## config.mk

```make
export PLATFORM = sky130hd
export DESIGN_NAME = adsr_env
export DESIGN_NICKNAME = d
export VERILOG_FILES = /design/src/rtl/adsr_env.sv
export SDC_FILE = /design/constraint.sdc
export NUM_CORES = 1
export LEC_CHECK = 0
export ABC_AREA = 1
export CORE_ASPECT_RATIO = 0.75
export CORE_MARGIN = 3
export CORE_UTILIZATION = 45
export DETAILED_ROUTE_END_ITERATION = 8
export PLACE_DENSITY = 0.67
export SYNTH_ARGS = -nofsm -noshare
export SYNTH_HDL_FRONTEND = slang
export SYNTH_SLANG_ARGS = --single-unit
```

## constraint.sdc

```tcl
create_clock -name clk -period 5.5 [get_ports clk]
set_clock_uncertainty 0.15 [all_clocks]
set_input_delay 0.825 -clock clk [delete_from_list [all_inputs] [get_ports clk]]
set_output_delay 0.825 -clock clk [all_outputs]
set_load 0.02 [all_outputs]
```

## src/rtl/adsr_env.sv

```systemverilog
`default_nettype none
// ============================================================================
//  Module   : adsr_env
//  Purpose  : Note-driven ADSR envelope generator and amplitude modulator.
//             Advances the envelope once every RATE_DIV sample strobes and
//             scales each incoming sample by the current envelope level.
//  Revision : 1.0  initial release
// ============================================================================
module adsr_env #(
    parameter int WIDTH    = 16,
    parameter int ENV_W    = 8,
    parameter int RATE_DIV = 480
) (
    input  logic             clk,
    input  logic             reset,
    input  logic             in_ready,
    input  logic [WIDTH-1:0] sample_in,
    input  logic             gate,
    input  logic [ENV_W-1:0] attack_step,
    input  logic [ENV_W-1:0] decay_step,
    input  logic [ENV_W-1:0] sustain_level,
    input  logic [ENV_W-1:0] release_step,
    output logic [WIDTH-1:0] sample_out,
    output logic             out_valid,
    output logic [ENV_W-1:0] level,
    output logic [2:0]       state,
    output logic             busy
);

    localparam int               c_pre_w     = (RATE_DIV > 1) ? $clog2(RATE_DIV) : 1;
    localparam logic [c_pre_w-1:0] c_pre_last = c_pre_w'(RATE_DIV - 1);
    localparam logic [ENV_W-1:0]  c_level_max = '1;
    localparam int               c_prod_w    = WIDTH + ENV_W + 1;

    typedef enum logic [2:0] {
        ST_IDLE    = 3'd0,
        ST_ATTACK  = 3'd1,
        ST_DECAY   = 3'd2,
        ST_SUSTAIN = 3'd3,
        ST_RELEASE = 3'd4
    } state_t;

    state_t                     r_state;
    logic [c_pre_w-1:0]         r_prescaler;
    logic                       r_gate_d;

    logic                       w_rise;
    logic                       w_fall;
    logic                       w_tick;
    logic                       w_gate_off_ok;
    logic [ENV_W:0]             w_attack_sum;
    logic signed [ENV_W:0]      w_decay_diff;
    logic                       w_decay_hits_sustain;
    logic                       w_release_done;
    logic signed [c_prod_w-1:0] w_sample_ext;
    logic signed [c_prod_w-1:0] w_level_ext;
    logic signed [c_prod_w-1:0] w_product;
    logic                       w_unused_product_bits;

    assign w_rise = gate & ~r_gate_d;
    assign w_fall = ~gate & r_gate_d;
    assign w_tick = in_ready & (r_prescaler == c_pre_last);

    // A gate fall only matters while the key-held phases are active.
    assign w_gate_off_ok = (r_state == ST_ATTACK) || (r_state == ST_DECAY) ||
                           (r_state == ST_SUSTAIN);

    // One extra bit so attack can saturate and decay can go below zero.
    assign w_attack_sum         = {1'b0, level} + {1'b0, attack_step};
    assign w_decay_diff         = $signed({1'b0, level}) - $signed({1'b0, decay_step});
    assign w_decay_hits_sustain = (w_decay_diff <= $signed({1'b0, sustain_level}));
    assign w_release_done       = (release_step >= level);

    // Level is zero-extended so it always acts as a non-negative gain.
    assign w_sample_ext = c_prod_w'($signed(sample_in));
    assign w_level_ext  = c_prod_w'($signed({1'b0, level}));
    assign w_product    = w_sample_ext * w_level_ext;

    // Fraction bits and the redundant sign bit are dropped by the shift.
    assign w_unused_product_bits = ^{w_product[ENV_W-1:0], w_product[c_prod_w-1]};

    assign state = r_state;
    assign busy  = (r_state != ST_IDLE);

    // Gate edge history and envelope-rate prescaler.
    always_ff @(posedge clk or negedge reset) begin
        if (!reset) begin
            r_gate_d    <= 1'b0;
            r_prescaler <= '0;
        end else begin
            r_gate_d <= gate;
            if (in_ready) begin
                r_prescaler <= w_tick ? '0 : r_prescaler + c_pre_w'(1);
            end
        end
    end

    // Envelope state machine: gate edges win over ticks and suppress the step.
    always_ff @(posedge clk or negedge reset) begin
        if (!reset) begin
            r_state <= ST_IDLE;
            level   <= '0;
        end else if (w_rise) begin
            r_state <= ST_ATTACK;
        end else if (w_fall && w_gate_off_ok) begin
            r_state <= ST_RELEASE;
        end else if (r_state == ST_IDLE) begin
            level <= '0;
        end else if (w_tick) begin
            case (r_state)
                ST_ATTACK: begin
                    if (attack_step != '0) begin
                        if (w_attack_sum >= {1'b0, c_level_max}) begin
                            level   <= c_level_max;
                            r_state <= ST_DECAY;
                        end else begin
                            level <= w_attack_sum[ENV_W-1:0];
                        end
                    end
                end
                ST_DECAY: begin
                    if (w_decay_hits_sustain) begin
                        level   <= sustain_level;
                        r_state <= ST_SUSTAIN;
                    end else begin
                        level <= w_decay_diff[ENV_W-1:0];
                    end
                end
                ST_SUSTAIN: begin
                    level <= sustain_level;
                end
                ST_RELEASE: begin
                    if (w_release_done) begin
                        level   <= '0;
                        r_state <= ST_IDLE;
                    end else begin
                        level <= level - release_step;
                    end
                end
                default: begin
                    level   <= '0;
                    r_state <= ST_IDLE;
                end
            endcase
        end
    end

    // Sample scaling uses the level as registered before this cycle's update.
    always_ff @(posedge clk or negedge reset) begin
        if (!reset) begin
            sample_out <= '0;
            out_valid  <= 1'b0;
        end else begin
            out_valid <= in_ready;
            if (in_ready) begin
                sample_out <= w_product[ENV_W +: WIDTH];
            end
        end
    end

endmodule
`default_nettype wire

```

==> impl_results.md <==
* Vias in the first global route at 6785
* Routed len/inst at 13.9 um
* DRT iter0 DRCs at 533
* Vias at 7230
* Initial antenna violation count at 0
* Die width at 161 um
* Slew @ Worst Pin at 0.963 ns
* Final #Nets at 1476
* Largest net degree at the start of global routing at 39
* Data arrival, critical path at 5.24 ns
* Most used DFF post-synth: dfrtp_1
* Most frequent cells after synthesis: 321 x nand2_1, 305 x inv_1, 102 x fa_1
* CTS root buffer: clkbuf_16
* Crit path required time at 5.51 ns
* Syn_nets at 1395
* Max-slew violations at 0
* I/O Buffers at 80
* Netlist Area Pre-Place at 0.00810 mm^2
* Initial Util at 0.470
* Grt total ovfl at 0
* Max Cap Viol at 0
* Count of warnings emitted by yosys at 0
* GP Congestion at 0.911
* Total Routed Length at 20500 um
* CP Cell Sequence: clkdlybuf4s50_1, nand2_1, inv_1, fa_1, inv_1, fa_1, inv_1, fa_1, inv_1, fa_1, inv_1, ha_1, a21oi_1, inv_1, a31oi_1, o21ai_0, a21oi_1, nand3_1, nand3_1, nand2_1
* H-tree depth at 2
* Min-Delay Path Class: register to register
* Setup crit start kind: primary input
* Top delay family on crit path: adder cells
* Dpl cells at 1475
* # fillers at 1689
* Slowest cell on crit path: fa_1
* Sequential share of the synthesized area at 0.117
* Worst skew pair latency at 0.28 ns
* CP Buf/Inv Count at 7
* Vias per Instance at 4.88
* Setup TNS Final at 0 ns
* Placed Area at 0.00928 mm^2
* TritonCTS Sinks at 38
* Final setup fails at 0
* Post-Syn Instances at 1165
* Clock Pin Slew Worst Setup and Hold Paths at 0.05 ns
* CTS Hold Bufs at 0
* Final Instance Area at 0.00943 mm^2
* First-pass iteration count of the detailed router at 6
* Async set-or-reset flop fraction in the synthesized netlist at 1.00
* Area Overhead vs Synth at 16.4%
* Synth area leaders: fa_1 25%, nand2_1 15%, inv_1 14%, dfrtp_1 12%, ha_1 12%
* Die footprint at 0.0197 mm^2
* Crit end category: register
* CTS tree: done
* Die H at 122 um
* GRT Util Overall at 0.214
* Final Instance Count excl. Fillers at 1481
* # DRC at 0
* Final hold vios at 0
* Area of the core at 0.0172 mm^2
* Crit-path most repeated cell: inv_1
* Status: finished clean
* CP peak stage delay at 0.53 ns
* Netlist cell types at 38
* Layout cell share with drive strength beyond 1 at 0.0562
* Post-layout minimum cycle time at 5.23 ns
* Num ports at 81
* N_diodes at 0
* Mapped Avg Cell Area at 6.96 um^2
* Area leader, netlist: fa_1
* Worst rel slew slack at 0.358
* Crit path kind: primary input to register
* Most frequent cell after synthesis: nand2_1
* Synth top area share at 0.252
* Final worst-path cycle share at 0.951
* Cts bufs inserted at 5
* Synth Register Bits at 38
* Post-DP HPWL at 17500 um
* FP Rows at 41
* First-pass GRT wire length at 34300 um
* CP Max Fanout at 7
* Clk buf depth at 2
* Fmax at 191 MHz
* Post-DRT Antenna Nets at 0
* Post-synth EDFFs at 0
registers in the layout (all words and copies together) (netlist names):
register,flops
sample_out,16
r_prescaler,9
level,8
state,3
out_valid,1
r_gate_d,1
final timing paths:
| check | start | endpoint | slack, ns | cells past startpoint |
|---|---|---|---|---|
| max | sample_in[15] | sample_out[15]$_DFFE_PN0P_ | 0.27 | 20 |
| min | sample_out[13]$_DFFE_PN0P_ | sample_out[13]$_DFFE_PN0P_ | 0.33 | 2 |
| max reg2reg | level[5]$_DFFE_PN0P_ | sample_out[13]$_DFFE_PN0P_ | 0.66 | 18 |
| min reg2reg | sample_out[13]$_DFFE_PN0P_ | sample_out[13]$_DFFE_PN0P_ | 0.33 | 2 |
| max in group asynchronous | reset | sample_out[7]$_DFFE_PN0P_ | 4.16 | 1 |
| min in group asynchronous | reset | r_gate_d$_DFF_PN0_ | 0.51 | 1 |
per-layer routing:
metal  part of all wire  GRT usage  up-vias
met5                  0          0        -
met4             0.0058     0.0210        0
met3              0.080     0.0401       13
li1                   -          -     3632
met1               0.55      0.357     3370
met2               0.37      0.292      215
timing repair:
action,4_1_cts,5_1_grt
gates resized for setup,0,4
endpoints found under the setup margin,0,2
buffers inserted,0,0
placed cells by master (no fill, tap or decap), types with 3 or more instances in the layout:
master           netlist  routed
nand2_1              321     321
inv_1                305     305
fa_1                 102     102
clkdlybuf4s50_1        0      77
ha_1                  76      76
nand3_1               57      57
nor2_1                50      50
a21oi_1               41      40
dfrtp_1               38      38
buf_4                  1      31
o21ai_0               18      18
nand4_1               18      18
xnor2_1               14      14
xor2_1                12      12
nand2_2                7       7
o21ai_1                7       7
o21bai_1               6       6
a31oi_1                6       6
inv_2                  6       6
nand3b_1               5       5
nor3_1                 5       5
o22ai_1                5       5
clkbuf_16              0       5
nor3_4                 4       4
nor3_2                 3       3
nor4_1                 3       3
metrics by stage:
stage	utilization	setup WS, ns	hold WS [ns]
global placement	0.538	0.00121	0.321
CTS	0.546	0.190	0.333
global route	0.547	-0.000559	0.357
detailed placement	0.538	-0.116	0.318
floorplan	-	0.535	0.310
finish	0.547	0.271	0.333
final cells by class:
class / instances / area, um^2 / share of cell area
clock buffer: 6 / 139 / 0.0147
inverter: 312 / 1170 / 0.124
tap: 236 / 295 / 0.0313
sequential: 38 / 951 / 0.101
timing repair buffer: 111 / 1030 / 0.110
multi-input combinational: 778 / 5840 / 0.619
tightest hold or removal path, stage by stage (launching register included):
cell and delay, ns:
dfrtp_1 0.34, nand2_1 0.06, nand2_1 0.05
logic make-up (layout without fill, tap and decap cells):
family,after synthesis,in the layout,synth area share
buf+inv,349,429,0.163
compound gates,92,92,0.0636
simple gates,482,482,0.258
fa+ha+maj,178,178,0.369
xor+xnor,26,26,0.0281
flops,38,38,0.117
Power is not shown: default switching activity piles up to over one toggle a cycle in this logic, so the estimate is an artifact.
